--- config.mk ---
export PLATFORM = sky130hd
export DESIGN_NAME = control_unit
export DESIGN_NICKNAME = d
export VERILOG_FILES = /design/src/rtl/cpu_pkg.sv /design/src/rtl/branch_eval.sv /design/src/rtl/control_unit.sv
export SDC_FILE = /design/constraint.sdc
export NUM_CORES = 1
export LEC_CHECK = 0
export BUFFER_PORTS_ARGS = -buffer_cell sky130_fd_sc_hd__buf_4
export CAP_MARGIN = 20
export CORE_MARGIN = 5
export CORE_UTILIZATION = 50
export DETAILED_ROUTE_END_ITERATION = 8
export PLACE_DENSITY_LB_ADDON = 0.08
export RECOVER_POWER = 25
export SETUP_SLACK_MARGIN = 0.1
export SYNTH_ARGS = -nofsm -noshare
export SYNTH_HDL_FRONTEND = slang
export SYNTH_SLANG_ARGS = --single-unit
--- constraint.sdc ---
create_clock -name clk -period 2 [get_ports clk]
set_input_delay 0.2 -clock clk [delete_from_list [all_inputs] [get_ports clk]]
set_output_delay 0.2 -clock clk [all_outputs]
set_load 0.02 [all_outputs]
--- src/rtl/cpu_pkg.sv ---
// cpu_pkg: shared encodings for the 8-bit microcontroller.
//   - Opcodes, ALU_Sel codes, Bus1/Bus2 select codes, CCR bit indices.
//   - state_t: sequencer state encoding. HALT exists only when
//     CU_ILLEGAL_TRAP_EN is defined.
package cpu_pkg;

   localparam logic [7:0] OP_LDA_IMM = 8'h86;
   localparam logic [7:0] OP_LDA_DIR = 8'h87;
   localparam logic [7:0] OP_LDB_IMM = 8'h88;
   localparam logic [7:0] OP_LDB_DIR = 8'h89;
   localparam logic [7:0] OP_STA_DIR = 8'h96;
   localparam logic [7:0] OP_STB_DIR = 8'h97;
   localparam logic [7:0] OP_ADD_AB  = 8'h42;
   localparam logic [7:0] OP_SUB_AB  = 8'h43;
   localparam logic [7:0] OP_AND_AB  = 8'h44;
   localparam logic [7:0] OP_OR_AB   = 8'h45;
   localparam logic [7:0] OP_INCA    = 8'h46;
   localparam logic [7:0] OP_INCB    = 8'h47;
   localparam logic [7:0] OP_DECA    = 8'h48;
   localparam logic [7:0] OP_DECB    = 8'h49;
   localparam logic [7:0] OP_BRA     = 8'h20;
   localparam logic [7:0] OP_BMI     = 8'h21;
   localparam logic [7:0] OP_BEQ     = 8'h23;
   localparam logic [7:0] OP_BNE     = 8'h24;
   localparam logic [7:0] OP_BVS     = 8'h25;
   localparam logic [7:0] OP_BCS     = 8'h27;

   localparam logic [2:0] ALU_ADD = 3'b000;
   localparam logic [2:0] ALU_SUB = 3'b001;
   localparam logic [2:0] ALU_AND = 3'b010;
   localparam logic [2:0] ALU_OR  = 3'b011;
   localparam logic [2:0] ALU_INC = 3'b100;
   localparam logic [2:0] ALU_DEC = 3'b101;

   localparam logic [1:0] BUS1_PC = 2'b00;
   localparam logic [1:0] BUS1_A  = 2'b01;
   localparam logic [1:0] BUS1_B  = 2'b10;

   localparam logic [1:0] BUS2_ALU  = 2'b00;
   localparam logic [1:0] BUS2_BUS1 = 2'b01;
   localparam logic [1:0] BUS2_MEM  = 2'b10;

   localparam int CCR_N = 3;
   localparam int CCR_Z = 2;
   localparam int CCR_V = 1;
   localparam int CCR_C = 0;

   typedef enum logic [4:0] {
      FETCH_0, FETCH_1, FETCH_2, DECODE_3,
      LDI_4, LDI_5, LDI_6,
      LDD_4, LDD_5, LDD_6, LDD_7, LDD_8,
      ST_4, ST_5, ST_6, ST_7,
      ALU_4,
      BRT_4, BRT_5, BRT_6,
      BRN_4
`ifdef CU_ILLEGAL_TRAP_EN
      , HALT
`endif
   } state_t;

   function automatic logic [2:0] alu_code(input logic [7:0] op);
      logic [2:0] code;
      case (op)
         OP_SUB_AB:         code = ALU_SUB;
         OP_AND_AB:         code = ALU_AND;
         OP_OR_AB:          code = ALU_OR;
         OP_INCA, OP_INCB:  code = ALU_INC;
         OP_DECA, OP_DECB:  code = ALU_DEC;
         default:           code = ALU_ADD;
      endcase
      return code;
   endfunction

   // Instructions whose register operand is B rather than A.
   function automatic logic uses_reg_b(input logic [7:0] op);
      return (op == OP_LDB_IMM) || (op == OP_LDB_DIR) || (op == OP_STB_DIR) ||
             (op == OP_INCB)    || (op == OP_DECB);
   endfunction

endpackage

--- src/rtl/branch_eval.sv ---
// branch_eval: combinational branch-condition decode.
//   IR         - current instruction
//   CCR_Result - NZVC flags
//   taken      - 1 when IR is a branch whose condition holds (BRA always)
module branch_eval
   import cpu_pkg::*;
(
   input  logic [7:0] IR,
   input  logic [3:0] CCR_Result,
   output logic       taken
);

   always_comb begin
      taken = 1'b0;
      case (IR)
         OP_BRA: taken = 1'b1;
         OP_BMI: taken = CCR_Result[CCR_N];
         OP_BEQ: taken = CCR_Result[CCR_Z];
         OP_BNE: taken = ~CCR_Result[CCR_Z];
         OP_BVS: taken = CCR_Result[CCR_V];
         OP_BCS: taken = CCR_Result[CCR_C];
         default: taken = 1'b0;
      endcase
   end

endmodule

--- src/rtl/control_unit.sv ---
// control_unit: Moore-style fetch/decode/execute sequencer for the 8-bit
// microcontroller data path.
//   clk, reset (async, active low)
//   IR, CCR_Result              - from data path
//   IR_Load, MAR_Load, PC_Load, PC_Inc, A_Load, B_Load, CCR_Load,
//   ALU_Sel, Bus1_Sel, Bus2_Sel - data path strobes/selects
//   write                       - memory write of BUS1 at MAR
//   halted                      - illegal-opcode trap indicator
// Build option: CU_ILLEGAL_TRAP_EN adds the HALT trap state; without it an
// unknown opcode is a NOP and halted is tied 0.
//
// state    | meaning
// FETCH_0  | MAR <= PC
// FETCH_1  | PC++ (memory read in flight)
// FETCH_2  | IR <= mem
// DECODE_3 | dispatch on IR, branch condition sampled here
// LDI_4..6 | immediate load: MAR<=PC, PC++, A/B <= mem
// LDD_4..8 | direct load: MAR<=PC, PC++, MAR<=mem, wait, A/B <= mem
// ST_4..7  | store: MAR<=PC, PC++, MAR<=mem, mem <= A/B
// ALU_4    | A/B <= ALU result, CCR latched
// BRT_4..6 | taken branch: MAR<=PC, wait, PC <= mem
// BRN_4    | untaken branch: skip operand byte
// HALT     | illegal opcode trap (CU_ILLEGAL_TRAP_EN only)
module control_unit
   import cpu_pkg::*;
(
   input  logic       clk,
   input  logic       reset,
   input  logic [7:0] IR,
   input  logic [3:0] CCR_Result,
   output logic       IR_Load,
   output logic       MAR_Load,
   output logic       PC_Load,
   output logic       PC_Inc,
   output logic       A_Load,
   output logic       B_Load,
   output logic [2:0] ALU_Sel,
   output logic       CCR_Load,
   output logic [1:0] Bus1_Sel,
   output logic [1:0] Bus2_Sel,
   output logic       write,
   output logic       halted
);

   state_t     state_q, state_d;
   logic       br_taken;
   logic       use_b;
   logic       ir_load_c, mar_load_c, pc_load_c, pc_inc_c;
   logic       a_load_c, b_load_c, ccr_load_c, write_c;
   logic [2:0] alu_sel_c;
   logic [1:0] bus1_sel_c, bus2_sel_c;

   branch_eval u_branch_eval (
      .IR         (IR),
      .CCR_Result (CCR_Result),
      .taken      (br_taken)
   );

   assign use_b = uses_reg_b(IR);

   always_ff @(posedge clk or negedge reset) begin
      if (!reset) state_q <= FETCH_0;
      else        state_q <= state_d;
   end

   always_comb begin
      state_d    = state_q;
      ir_load_c  = 1'b0;
      mar_load_c = 1'b0;
      pc_load_c  = 1'b0;
      pc_inc_c   = 1'b0;
      a_load_c   = 1'b0;
      b_load_c   = 1'b0;
      ccr_load_c = 1'b0;
      write_c    = 1'b0;
      alu_sel_c  = ALU_ADD;
      bus1_sel_c = BUS1_PC;
      bus2_sel_c = BUS2_ALU;

      case (state_q)
         FETCH_0, LDI_4, LDD_4, ST_4, BRT_4: begin
            bus1_sel_c = BUS1_PC;
            bus2_sel_c = BUS2_BUS1;
            mar_load_c = 1'b1;
            case (state_q)
               FETCH_0: state_d = FETCH_1;
               LDI_4:   state_d = LDI_5;
               LDD_4:   state_d = LDD_5;
               ST_4:    state_d = ST_5;
               default: state_d = BRT_5;
            endcase
         end
         FETCH_1: begin
            pc_inc_c = 1'b1;
            state_d  = FETCH_2;
         end
         FETCH_2: begin
            bus2_sel_c = BUS2_MEM;
            ir_load_c  = 1'b1;
            state_d    = DECODE_3;
         end
         DECODE_3: begin
            case (IR)
               OP_LDA_IMM, OP_LDB_IMM: state_d = LDI_4;
               OP_LDA_DIR, OP_LDB_DIR: state_d = LDD_4;
               OP_STA_DIR, OP_STB_DIR: state_d = ST_4;
               OP_ADD_AB, OP_SUB_AB, OP_AND_AB, OP_OR_AB,
               OP_INCA, OP_INCB, OP_DECA, OP_DECB: state_d = ALU_4;
               OP_BRA, OP_BMI, OP_BEQ, OP_BNE, OP_BVS, OP_BCS:
                  state_d = br_taken ? BRT_4 : BRN_4;
`ifdef CU_ILLEGAL_TRAP_EN
               default: state_d = HALT;
`else
               default: state_d = FETCH_0;
`endif
            endcase
         end
         LDI_5: begin
            pc_inc_c = 1'b1;
            state_d  = LDI_6;
         end
         LDD_5: begin
            pc_inc_c = 1'b1;
            state_d  = LDD_6;
         end
         ST_5: begin
            pc_inc_c = 1'b1;
            state_d  = ST_6;
         end
         LDI_6, LDD_8: begin
            bus2_sel_c = BUS2_MEM;
            a_load_c   = ~use_b;
            b_load_c   = use_b;
            state_d    = FETCH_0;
         end
         // Operand byte is the target address; re-point MAR at it.
         LDD_6, ST_6: begin
            bus2_sel_c = BUS2_MEM;
            mar_load_c = 1'b1;
            state_d    = (state_q == LDD_6) ? LDD_7 : ST_7;
         end
         LDD_7: state_d = LDD_8;
         ST_7: begin
            bus1_sel_c = use_b ? BUS1_B : BUS1_A;
            write_c    = 1'b1;
            state_d    = FETCH_0;
         end
         ALU_4: begin
            bus1_sel_c = use_b ? BUS1_B : BUS1_A;
            bus2_sel_c = BUS2_ALU;
            alu_sel_c  = alu_code(IR);
            a_load_c   = ~use_b;
            b_load_c   = use_b;
            ccr_load_c = 1'b1;
            state_d    = FETCH_0;
         end
         BRT_5: state_d = BRT_6;
         BRT_6: begin
            bus2_sel_c = BUS2_MEM;
            pc_load_c  = 1'b1;
            state_d    = FETCH_0;
         end
         BRN_4: begin
            pc_inc_c = 1'b1;
            state_d  = FETCH_0;
         end
`ifdef CU_ILLEGAL_TRAP_EN
         HALT: state_d = HALT;
`endif
         default: state_d = FETCH_0;
      endcase
   end

   // Reset gates every output: state already sits at FETCH_0 during reset,
   // whose strobes must not reach the data path until release.
   assign IR_Load  = reset & ir_load_c;
   assign MAR_Load = reset & mar_load_c;
   assign PC_Load  = reset & pc_load_c;
   assign PC_Inc   = reset & pc_inc_c;
   assign A_Load   = reset & a_load_c;
   assign B_Load   = reset & b_load_c;
   assign CCR_Load = reset & ccr_load_c;
   assign write    = reset & write_c;
   assign ALU_Sel  = reset ? alu_sel_c  : 3'b000;
   assign Bus1_Sel = reset ? bus1_sel_c : 2'b00;
   assign Bus2_Sel = reset ? bus2_sel_c : 2'b00;

`ifdef CU_ILLEGAL_TRAP_EN
   assign halted = reset & (state_q == HALT);
`else
   assign halted = 1'b0;
`endif

endmodule

* Word level (Yosys, flattened, before mapping)
Cells that the tools add are included.
** Word-level totals
- Logic and storage cells :: 92
- Flip-flop bits (word level) :: 5
** Cells by class
- Eq/ne operators :: 40
- Muxes and demuxes :: 22
- Bitwise gates (word level) :: 10
- Reduce and logical (&&, ||, !) cells :: 19
** Operators by type and width (number)
- $eq 8x7->1 const B :: 8
- $pmux 5 s10 :: 1
- $eq 8x6->1 const B :: 6
- $eq 8x8->1 const B :: 6
- $eq 5x4->1 const B :: 8
- $eq 5x5->1 const B :: 5
- $pmux 5 s5 :: 1
- $eq 5x3->1 const B :: 4
- $pmux 5 s4 :: 1
- $pmux 3 s5 :: 1
- $reduce_or 2->1 :: 7
- $mux 3 :: 4
- $reduce_or 6->1 :: 2
- $eq 5x2->1 const B :: 2
- $reduce_or 5->1 :: 2
- $and 1x1->1 :: 8
- $mux 1 :: 8
- $mux 2 :: 4
- $reduce_or 8->1 :: 1
- $reduce_or 7->1 :: 1
- $pmux 1 s6 :: 1
- $eq 5x1->1 const B :: 1
- $logic_not 5->1 :: 1
- $logic_or 1x1->1 :: 4
- 3 further kinds :: 4

* Longest topological paths before layout
Gate-level depths: netlist of the first run.
- Depth in word-level cells :: 8
- Mapped depth :: 6

* Cells and area by module
Synthesis of the first run repeated with hierarchy kept, for this count alone.
** Unflattened totals
- Cell total of the unflattened synthesis :: 125
- Area total of the unflattened synthesis :: 868.3 µm²
** Modules (own cells, without submodules)
- control_unit :: seq. area each 125.1 µm², instances 1, area each 803.3 µm², cells each 115
- branch_eval :: seq. area each 0.0 µm², instances 1, area each 65.1 µm², cells each 10

* Worst setup path before layout of the first run
No wires, ideal clock.
- Path kind :: reg2out
- Start :: register state_q[2]
- End :: output port Bus1_Sel[0]
- Cell stages (with the launch flop) :: 6
- Arrival :: 1971 ps
- Setup slack :: -171 ps
- Path through :: dfrtp_1 clkbuf_1 or4b_1 nor2_1 nor2_1 nor3_1
** Between the ends
- Longest elaborated chain between the ends :: 4
- Elaborated cells between the ends (all ways) :: 5
- Those cells by class :: eq/ne: 2; mux: 2; reduce/logical: 1
** RTL lines
- start, declared :: line control_unit.sv:45 : state_t state_q, state_d;
- start signal, assigned :: line control_unit.sv:63 : else state_q <= state_d;
- $eq 5x5->1 or $eq 5x4->1 (tied branches) :: line control_unit.sv:80 : case (state_q)
- $reduce_or 2->1 (no source line) *
- $mux 2 *
- $mux 2 * :: line control_unit.sv:185 : assign Bus1_Sel = reset ? bus1_sel_c : 2'b00;
- end, declared :: line control_unit.sv:39 : output logic [1:0] Bus1_Sel,
Every way passes the cells marked *; elsewhere a longest branch is shown, timed or not.

* Worst setup path in the final report of the first run
- Start :: register state_q[0]
- End :: output port ALU_Sel[1]
** Between the ends
- Longest elaborated chain between the ends :: 3
** RTL lines
- $eq 5x5->1 :: line control_unit.sv:80
- $mux 3 :: line control_unit.sv:80
- $mux 3 :: line control_unit.sv:184 : assign ALU_Sel = reset ? alu_sel_c : 3'b000;
- end, declared :: line control_unit.sv:37 : output logic [2:0] ALU_Sel,
No other way between the ends.

==> metrics.md, run 1 <==
| Metric | Value |
|---|---|
| Port buffer count | `28` |
| Largest net degree at the start of global routing | `18` |
| Chip Height | `52.2 um` |
| Ant. Diodes | `0` |
| Yosys reg bits | `5` |
| Top_reg_cell synth | `dfrtp_1` |
| Leakage power | `0.600 nW` |
| Met2 GRT Util | `39.3%` |
| Hpwl dp | `2130 um` |
| Skew final | `0.00461 ns` |
| Boundary pin count | `30` |
| Bufs and invs on worst path | `1` |
| Die width | `52.2 um` |
| Worst-Skew Late Latency | `0.24 ns` |
| Vias per cell | `5.88` |
| Global-route wire length before repair | `4600 um` |
| CP cell instances | `or4b_4 > or3_4 > nor4_4 > buf_4` |
| Post-synthesis mux area share | `3.37%` |
| Top reg by flops | `state_q` |
| Synth Area in Compound Gates | `32.1%` |
| First-pass DRT Iterations | `6` |
| Min-delay src | `IR[6]` |
| Wirelength per Cell | `16.0 um` |
| Routability Congestion | `0.834` |
| CTS max path bufs | `2` |
| Clk sinks | `5` |
| Largest family of logic cells by synthesized area | `simple AND/OR/NAND/NOR gates` |
| Clock Pin Slew Worst Setup and Hold Paths | `0.04 ns` |
| Post-synth EDFFs | `0` |
| Final hold vios | `0` |
| Core Area | `1710 um^2` |
| Synthesized cell area | `892 um^2` |
| Regs by FF count | `state_q (5)` |
| GR peak layer | `met2` |
| Synth area leaders | `dfrtp_1 14%, a21oi_1 7.3%, nor2_1 5.9%` |
| Clock tree from TritonCTS | `done` |
| Post-placement setup slack | `0.115 ns` |
| Post-route ant nets | `0` |
| Row cnt | `15` |
| Final WL | `3050 um` |
| WS Path Type | `flip-flop to output port` |
| Number of global-route vias before repair | `1048` |
| Total CTS buffers | `3` |
| Gr ovfl total | `0` |
| Grt met1 use | `25.3%` |
| Slowest cell on crit path | `or4b_4` |
| Simple-gate share of the synthesized area | `40.7%` |
| Outcome | `finished with violations` |
| Number of flip-flops in the largest register | `5` |
| Post-route setup slack | `-0.0624 ns` |
| Final worst path period need | `2.06 ns` |
| Unique cell type count in the Yosys netlist | `48` |
| Crit path from | `state_q[0]` |
| Final setup vio count | `3` |
| Register area share after synthesis | `14.0%` |
| Synthesized instance count | `124` |
| Total GRT Usage | `22.0%` |
| Initial antenna violation count | `0` |
| Post-Place Cell Area | `1180 um^2` |
| Final nets | `180` |
| Peak supply drop | `598 uV` |
| Max frequency | `485 MHz` |
| Iter 0 DRT Violations | `34` |
| Worst path required time | `1.80 ns` |
| Share of the cycle needed by the critical path after routing | `103%` |
| Syn Nets | `138` |
| Met3 usage | `3.99%` |
| Largest area contributor in the netlist | `dfrtp_1` |
| Reg2reg start | `state_q[0]` |
| Area growth syn-to-layout | `57.5%` |
| Arr. time, crit path | `1.86 ns` |
| YS warnings | `0` |
| DRC | `0` |
| Final core area utilization | `82.3%` |
| Total power per unit cell area | `611 nW/um^2` |
| Initial core utilization | `52.2%` |
| Unrepaired setup endpoints after global routing | `true` |
| Htree depth | `1` |
| Crit path max fanout | `3` |
| Share of layout cells above drive strength 1 | `47.9%` |
| CTS Root Cell | `clkbuf_4` |
| CP startpoint kind | `flip-flop` |
| HP Class | `input pin to flip-flop` |
| Die Footprint | `2730 um^2` |
| Largest stage delay on the critical path | `0.55 ns` |
| Mapped Avg Cell Area | `7.19 um^2` |
| Violated checks | `negative setup slack` |
| Max_cap viols | `0` |
| Delay-heaviest family, CP | `simple AND/OR/NAND/NOR gates` |
| XOR/XNOR share of the synthesized area | `0.982%` |
| Synth Area in Adders | `0%` |
| Fraction of registers with async set/reset | `100%` |
| Share of the synthesized area in the top cell type | `14.0%` |
| Vias post-DR | `1118` |
| Final Instance Area | `1410 um^2` |
| Final slew viol count | `0` |
| Critical path capture point type | `output port` |
==> cell usage after synthesis (2+ instances only) <==
| cell type | number |
|---|---|
| nand2b_1 | 6 |
| or3b_1 | 2 |
| nor4_1 | 2 |
| buf_4 | 2 |
| nand3b_1 | 2 |
| o21ai_1 | 2 |
| dfrtp_1 | 5 |
| inv_1 | 6 |
| or3b_2 | 2 |
| nor2_1 | 14 |
| nor2b_1 | 3 |
| a21oi_1 | 13 |
| and3b_1 | 4 |
| nor3_1 | 4 |
| nand3_1 | 2 |
| mux2i_1 | 3 |
| clkbuf_1 | 7 |
| or2_2 | 3 |
| o21ai_0 | 5 |
| o21a_1 | 3 |
| o21bai_1 | 2 |
| or4b_1 | 2 |
| nand2_1 | 5 |
==> per-stage QoR <==
step	total power [mW]	hold slack (ns)	cells	TNS (ns)
2_1_floorplan	0.440	-0.0956	124	0
3_5_place_dp	0.600	0.133	177	0
6_report	0.859	0.404	190	-0.0860
3_3_place_gp	0.585	0.134	177	0
4_1_cts	0.757	0.371	188	-0.177
5_1_grt	0.912	0.435	190	-0.335
==> timing repair <==
action / in CTS / in global routing
pin swaps: 9 / 13
buffers inserted: 5 / 2
hold buffers: 1 / 0
cloned: 1 / 0
endpoints found under the hold margin: 5 / 0
gates resized for setup: 17 / 18
endpoints found under the setup margin: 8 / 13
==> placed cells by master, fill, tap and decap left out, types with 2 or more instances in the layout <==
cell and instances:
a21oi_1 6, and3b_1 4, or4b_4 2, o21ai_0 3, nand2_1 5, o21a_1 3
mux2i_1 3, or2_4 2, buf_4 35, nor2_1 12, nand2b_1 4, a21oi_2 7
o21bai_1 2, nand3_1 2, nand3b_1 2, or3b_1 2, or3b_4 2, nor3_1 3
nor2b_1 3, o21ai_1 2, clkbuf_4 3, inv_1 6, buf_6 10, dfrtp_1 5
o21ai_2 2
==> kinds of logic after synthesis <==
family | after synthesis
simple gates | 59
compound gates | 39
other cells | 1
buf+inv | 16
mux | 3
xor+xnor | 1
flops | 5
==> metal layers <==
layer / routed length [um] / vias to the layer above / part of all wire [%]
met2: 1540 / 53 / 50
met5: 0 / - / 0
met1: 1160 / 515 / 38
met4: 100 / 0 / 3.3
met3: 248 / 12 / 8.1
li1: - / 538 / -
==> worst min-delay path, cell delays in order <==
cell and delay (ns):
buf_4 0.09, nor2_1 0.05, o2111ai_1 0.15, a22oi_2 0.11
==> worst paths after layout <==
path | end | slack (ns) | cells past startpoint
hold / removal | state_q[0] | 0.40 | 4
setup / recovery | ALU_Sel[1] | -0.06 | 4
min in group asynchronous | state_q[2] | 0.52 | 3
max in group asynchronous | state_q[4] | 1.28 | 3
setup reg to reg | state_q[0] | 0.13 | 8
hold reg to reg | state_q[3] | 0.75 | 4
==> power by group <==
group	internal (mW)	switching, mW	total, mW
Combinational	0.294	0.299	0.593
Clock	0.0752	0.0385	0.114
Sequential	0.120	0.0324	0.152
==> cell type report <==
| class | count | area, um^2 |
|---|---|---|
| fillers | 110 | 303 |
| well taps | 25 | 31.3 |
| inverters | 6 | 22.5 |
| clock buffers | 4 | 26.3 |
| multi-input cells | 103 | 810 |
| flip-flops and latches | 5 | 125 |
| repair buffers | 47 | 390 |
Power figures use the tool's default switching activity.
==> inputs of run 2 (changes only) <==
- PLACE_DENSITY: unset -> 0.91
- PLACE_DENSITY_LB_ADDON: 0.08 -> unset
==> run 2 against run 1 <==
Effect of this change: the run still ends with negative setup slack left; sequential cell count unchanged; power rose by 4.6%; first-iteration DRC count rose to 4.0 times the previous value; wire length grew 38%; largest power group unchanged.
==> metrics.md, run 2 (synthesis results as in run 1) <==
| Metric | Value |
|---|---|
| Outcome | `finished with violations (unchanged)` |
| Violated checks | `negative setup slack (unchanged)` |
| Slowest cell on crit path | `or4b_4 (unchanged)` |
| Worst-Skew Late Latency | `0.23 ns (was 0.24 ns)` |
| First-pass DRT Iterations | `5 (was 6)` |
| Die Footprint | `2730 um^2 (unchanged)` |
| DRC | `0 (unchanged)` |
| Global-route wire length before repair | `5430 um (was 4600 um)` |
| WS Path Type | `flip-flop to output port (unchanged)` |
| Max_slew headroom | `64.3%` |
| Final Instance Area | `1460 um^2 (was 1410 um^2)` |
| CTS Root Cell | `clkbuf_4 (unchanged)` |
| Leakage power | `0.632 nW (was 0.600 nW)` |
| Routability Congestion | `0.891 (was 0.834)` |
| Post-route ant nets | `0 (unchanged)` |
| Worst slew pin tran | `0.532 ns` |
| Largest net degree at the start of global routing | `13 (was 18)` |
| # fillers | `88 (was 110)` |
| Share of the cycle needed by the critical path after routing | `103% (about the same)` |
| CTS max path bufs | `2 (unchanged)` |
| Share of layout cells above drive strength 1 | `51.2% (was 47.9%)` |
| Total CTS buffers | `3 (unchanged)` |
| Wirelength per Cell | `21.6 um (was 16.0 um)` |
| Peak supply drop | `732 uV (was 598 uV)` |
| Clk sinks | `5 (unchanged)` |
| Final hold vios | `0 (unchanged)` |
| Final worst path period need | `2.07 ns (was 2.06 ns)` |
| Reg-to-reg setup timing slack | `0.10 ns (was 0.13 ns)` |
| Final core area utilization | `85.5% (was 82.3%)` |
| Port buffer count | `28 (unchanged)` |
| Final WL | `4210 um (was 3050 um)` |
| Most common cell after layout, fill and taps aside | `buf_4 (unchanged)` |
| Chip Height | `52.2 um (unchanged)` |
| Ant. Diodes | `0 (unchanged)` |
| Number of flip-flops in the largest register | `5 (unchanged)` |
| Placed cell count | `175 (was 177)` |
| CP cell instances | `or4b_4 > or3_4 > nor4_4 > buf_4 (unchanged)` |
| Gr ovfl total | `0 (unchanged)` |
| Most frequent cells in the layout | `38 x buf_4, 12 x nor2_1, 10 x buf_6, 7 x a21oi_1 (was 35 x buf_4, 12 x nor2_1, 10 x buf_6, 7 x a21oi_2)` |
| Layout Cells excl Fill | `195 (was 190)` |
| Critical path capture point type | `output port (unchanged)` |
| Row cnt | `15 (unchanged)` |
| Skew final | `0.00140 ns (was 0.00461 ns)` |
| Boundary pin count | `30 (unchanged)` |
| Vias per cell | `6.85 (was 5.88)` |
| Unrepaired setup endpoints after global routing | `true (unchanged)` |
| Largest stage delay on the critical path | `0.56 ns (was 0.55 ns)` |
| Iter 0 DRT Violations | `136 (was 34)` |
| CP startpoint kind | `flip-flop (unchanged)` |
| Final nets | `185 (was 180)` |
| Vias post-DR | `1336 (was 1118)` |
| HP Class | `input pin to flip-flop (unchanged)` |
| Core Area | `1710 um^2 (unchanged)` |
| Initial antenna violation count | `0 (unchanged)` |
| Regs by FF count | `state_q (5) (unchanged)` |
| Number of global-route vias before repair | `1175 (was 1048)` |
| Clock tree from TritonCTS | `done (unchanged)` |
| Total GRT Usage | `26.1% (was 22.0%)` |
| Post-route setup slack | `-0.0694 ns (was -0.0624 ns)` |
| Hpwl dp | `2000 um (was 2130 um)` |
| Initial core utilization | `52.2% (unchanged)` |
| Clock Pin Slew Worst Setup and Hold Paths | `0.04 ns (about the same)` |
| Die width | `52.2 um (unchanged)` |
| Bufs and invs on worst path | `1 (unchanged)` |
| Arr. time, crit path | `1.87 ns (was 1.86 ns)` |
| Post-placement setup slack | `0.0852 ns (was 0.115 ns)` |
| Max_cap viols | `0 (unchanged)` |
| Htree depth | `1 (unchanged)` |
| Total power per unit cell area | `615 nW/um^2 (was 611 nW/um^2)` |
| Worst path required time | `1.80 ns (about the same)` |
| Crit path max fanout | `3 (unchanged)` |
| Area growth syn-to-layout | `63.7% (was 57.5%)` |
| Max frequency | `483 MHz (was 485 MHz)` |
| Post-Place Cell Area | `1160 um^2 (was 1180 um^2)` |
| Delay-heaviest family, CP | `simple AND/OR/NAND/NOR gates (unchanged)` |
| Final slew viol count | `0 (unchanged)` |
| Top reg by flops | `state_q (unchanged)` |
| Final setup vio count | `4 (was 3)` |
[run 2: cell types whose count changed in the layout (fill, tap and decap cells not counted), sizes merged]
cell  before  now
buf       46   51
[run 2: timing repair]
action / in CTS / in global routing
pin swaps: 9 / 14
setup endpoints to repair: 8 / 12
hold endpoints to repair: 5 / 0
gates cloned: 2 / 0
resized for setup: 17 / 23
hold buffers: 1 / 0
setup buffers: 10 / 4
[run 2: worst min-delay path, cell delays in order]
cell       delay (ns)
buf_4            0.09
nor2_1           0.06
o2111ai_1        0.14
a22oi_2          0.10
[run 2: final cells by class]
| class | instances | area, um^2 | area share (%) |
|---|---|---|---|
| well taps | 25 | 31.3 | 2.14 |
| repair buffers | 52 | 448 | 30.7 |
| inverters | 6 | 22.5 | 1.54 |
| flip-flops and latches | 5 | 126 | 8.65 |
| clock buffers | 4 | 26.3 | 1.80 |
| multi-input cells | 103 | 806 | 55.2 |
[run 2: metrics by stage]
step	setup TNS (ns)	total power [mW]	hold WS, ns
after floorplan	0	0.440	-0.0956
after global placement	0	0.572	0.124
after detailed placement	0	0.591	0.124
after CTS	-0.116	0.766	0.350
after global routing	-0.782	0.948	0.380
final	-0.210	0.898	0.399
[run 2: per-layer routing]
metal	track usage, %	share of wire (%)	up-vias
met4	13.6	6.3	0
met3	4.27	11	52
met5	0	0	-
li1	-	-	547
met1	31.0	34	589
met2	44.8	48	148
[run 2: worst paths after layout]
path,from,endpoint,cells past startpoint
setup / recovery,state_q[0],ALU_Sel[1],4
hold / removal,IR[6],state_q[0],4
setup reg to reg,state_q[3],state_q[0],7
hold reg to reg,state_q[4],state_q[3],2
max in group asynchronous,reset,state_q[1],3
min in group asynchronous,reset,state_q[2],3
[run 2: power breakdown]
part | switching [mW] | leakage [nW] | internal [mW]
sequential | 0.0422 | 0.0668 | 0.122
clock | 0.0360 | 0.0150 | 0.0751
combinational | 0.339 | 0.550 | 0.284
==> inputs of run 3 (changes only) <==
- REMOVE_ABC_BUFFERS: unset -> 1
==> run 3 against run 2 <==
Effect of this change: the run still ends with negative setup slack left; power shrank 16%; setup slack worse by 0.0087 ns; first-iteration DRC count is 93% lower; final cell count decreased by 6.7%; clock power increased by 4%; die area is the same; fmax down 0.42%; worst hold slack got worse by 0.079 ns; global-route usage fell by 5.1 points; non-clock buffer count fell by 13; sequential share of layout area increased by 1.4 points.
==> metrics.md, run 3 (synthesis results as in run 1) <==
| Metric | Value |
|---|---|
| Area growth syn-to-layout | `41.1% (was 63.7%)` |
| Core Area | `1710 um^2 (unchanged)` |
| Clk sinks | `5 (unchanged)` |
| CP startpoint kind | `flip-flop (unchanged)` |
| Clock Pin Slew Worst Setup and Hold Paths | `0.04 ns (about the same)` |
| Htree depth | `1 (unchanged)` |
| Most common cell after layout, fill and taps aside | `buf_4 (unchanged)` |
| Final worst path period need | `2.08 ns (was 2.07 ns)` |
| WS Path Type | `flip-flop to output port (unchanged)` |
| Chip Height | `52.2 um (unchanged)` |
| Gr ovfl total | `0 (unchanged)` |
| Final WL | `2660 um (was 4210 um)` |
| Reg-to-reg setup timing slack | `0.27 ns (was 0.10 ns)` |
| Wirelength per Cell | `14.6 um (was 21.6 um)` |
| Final slew viol count | `0 (unchanged)` |
| Peak supply drop | `560 uV (was 732 uV)` |
| Total Negative Setup Slacks | `-0.153 ns (was -0.210 ns)` |
| Die width | `52.2 um (unchanged)` |
| Max frequency | `481 MHz (was 483 MHz)` |
| Share of layout cells above drive strength 1 | `38.9% (was 51.2%)` |
| Hold EP | `state_q[0] (unchanged)` |
| Post-route ant nets | `0 (unchanged)` |
| Post-Place Cell Area | `1150 um^2 (was 1160 um^2)` |
| WHS Path Cells | `4 (unchanged)` |
| Vias per cell | `5.82 (was 6.85)` |
| Top reg by flops | `state_q (unchanged)` |
| Port buffer count | `28 (unchanged)` |
| Clock tree from TritonCTS | `done (unchanged)` |
| Share of the cycle needed by the critical path after routing | `104% (was 103%)` |
| Final nets | `172 (was 185)` |
| Unrepaired setup endpoints after global routing | `true (unchanged)` |
| Initial antenna violation count | `0 (unchanged)` |
| Largest net degree at the start of global routing | `21 (was 13)` |
| Layout Cells excl Fill | `182 (was 195)` |
| HP Class | `input pin to flip-flop (unchanged)` |
| Initial core utilization | `52.2% (unchanged)` |
| Skew final | `0.00453 ns (was 0.00140 ns)` |
| Min-delay src | `IR[6] (unchanged)` |
| Max_cap viols | `0 (unchanged)` |
| Global-route wire length before repair | `4370 um (was 5430 um)` |
| Critical path capture point type | `output port (unchanged)` |
| Worst-Skew Late Latency | `0.24 ns (was 0.23 ns)` |
| Vias post-DR | `1059 (was 1336)` |
| Worst path required time | `1.80 ns (about the same)` |
| Row cnt | `15 (unchanged)` |
| Total GRT Usage | `21.0% (was 26.1%)` |
| DRC | `0 (unchanged)` |
| Routability Congestion | `0.837 (was 0.891)` |
| Hpwl dp | `2080 um (was 2000 um)` |
| Crit path from | `state_q[0] (unchanged)` |
| Number of global-route vias before repair | `1070 (was 1175)` |
| R2r endpoint | `state_q[0] (unchanged)` |
| Worst Reg-to-Reg Cells | `5 (was 7)` |
| Final Instance Area | `1260 um^2 (was 1460 um^2)` |
| Ant. Diodes | `0 (unchanged)` |
| Leakage power | `0.535 nW (was 0.632 nW)` |
| First-pass DRT Iterations | `4 (was 5)` |
| Regs by FF count | `state_q (5) (unchanged)` |
| Outcome | `finished with violations (unchanged)` |
| Post-route setup slack | `-0.0781 ns (was -0.0694 ns)` |
| Die Footprint | `2730 um^2 (unchanged)` |
| Most frequent cells in the layout | `34 x buf_4, 12 x a21oi_1, 11 x nor2_1, 6 x inv_1 (was 38 x buf_4, 12 x nor2_1, 10 x buf_6, 7 x a21oi_1)` |
| Violated checks | `negative setup slack (unchanged)` |
| Boundary pin count | `30 (unchanged)` |
| Number of flip-flops in the largest register | `5 (unchanged)` |
| Iter 0 DRT Violations | `10 (was 136)` |
| Placed cell count | `176 (was 175)` |
| # fillers | `147 (was 88)` |
| Total CTS buffers | `3 (unchanged)` |
| CTS max path bufs | `2 (unchanged)` |
| Crit path max fanout | `3 (unchanged)` |
| CTS Root Cell | `clkbuf_4 (unchanged)` |
| Total power per unit cell area | `596 nW/um^2 (was 615 nW/um^2)` |
| Reg2reg start | `state_q[3] (unchanged)` |
| Final hold vios | `0 (unchanged)` |
| Final setup vio count | `3 (was 4)` |
| Arr. time, crit path | `1.88 ns (was 1.87 ns)` |
==> run 3: cell types whose count changed in the layout (fill, tap and decap cells not counted), sizes merged <==
cell,delta
buf,-13
==> run 3: worst max-delay path by stage <==
stage | slack, ns | cells after the start | end
CTS | -0.10 | 4 | ALU_Sel[1]
global placement | 0.17 | 5 | ALU_Sel[1]
floorplan | -0.26 | 4 | Bus1_Sel[0]
finish | -0.08 | 4 | ALU_Sel[1]
global route | -0.15 | 4 | ALU_Sel[2]
detailed placement | 0.07 | 5 | ALU_Sel[1]
==> run 3: timing repair <==
action | in CTS | in global routing
buffers inserted | 0 | 1
hold buffers | 1 | 0
pin swaps | 4 | 4
endpoints found under the hold margin | 5 | 0
endpoints found under the setup margin | 9 | 11
gates resized for setup | 8 | 12
==> run 3: area by class of cell <==
cell class	count	area (um^2)	share of cell area, %
tap	25	31.3	2.49
multi-input combinational	103	742	58.9
inverter	6	22.5	1.79
clock buffer	4	26.3	2.09
timing repair buffer	39	310	24.7
sequential	5	126	10.0
==> run 3: through the flow <==
stage                     setup slack [ns]  utilization, %  hold WS (ns)  total power, mW
after floorplan                     -0.259               -       -0.0956            0.416
after global placement               0.172            67.3         0.127            0.570
after detailed placement            0.0714            67.3         0.132            0.587
after CTS                           -0.101            71.2         0.320            0.725
after global routing                -0.149            73.7         0.328            0.815
final                              -0.0781            73.7         0.320            0.750
==> run 3: per-layer routing <==
metal,vias up,global-route usage (%),share of wire (%)
met5,-,0,0
met4,0,6.38,0.49
met3,2,4.56,5.7
met2,31,41.6,55
met1,503,21.4,39
li1,523,-,-
==> run 3: critical path: stages (launching register included) <==
cell     delay (ns)
dfrtp_1        0.38
or4b_4         0.54
or3_4          0.38
nor4_4         0.15
buf_4          0.18
==> run 3: report_power, final <==
group          switching [mW]  total, mW  internal (mW)
logic                   0.248      0.471          0.223
clock network          0.0399      0.115         0.0753
registers              0.0422      0.164          0.122
total                   0.330      0.750          0.420
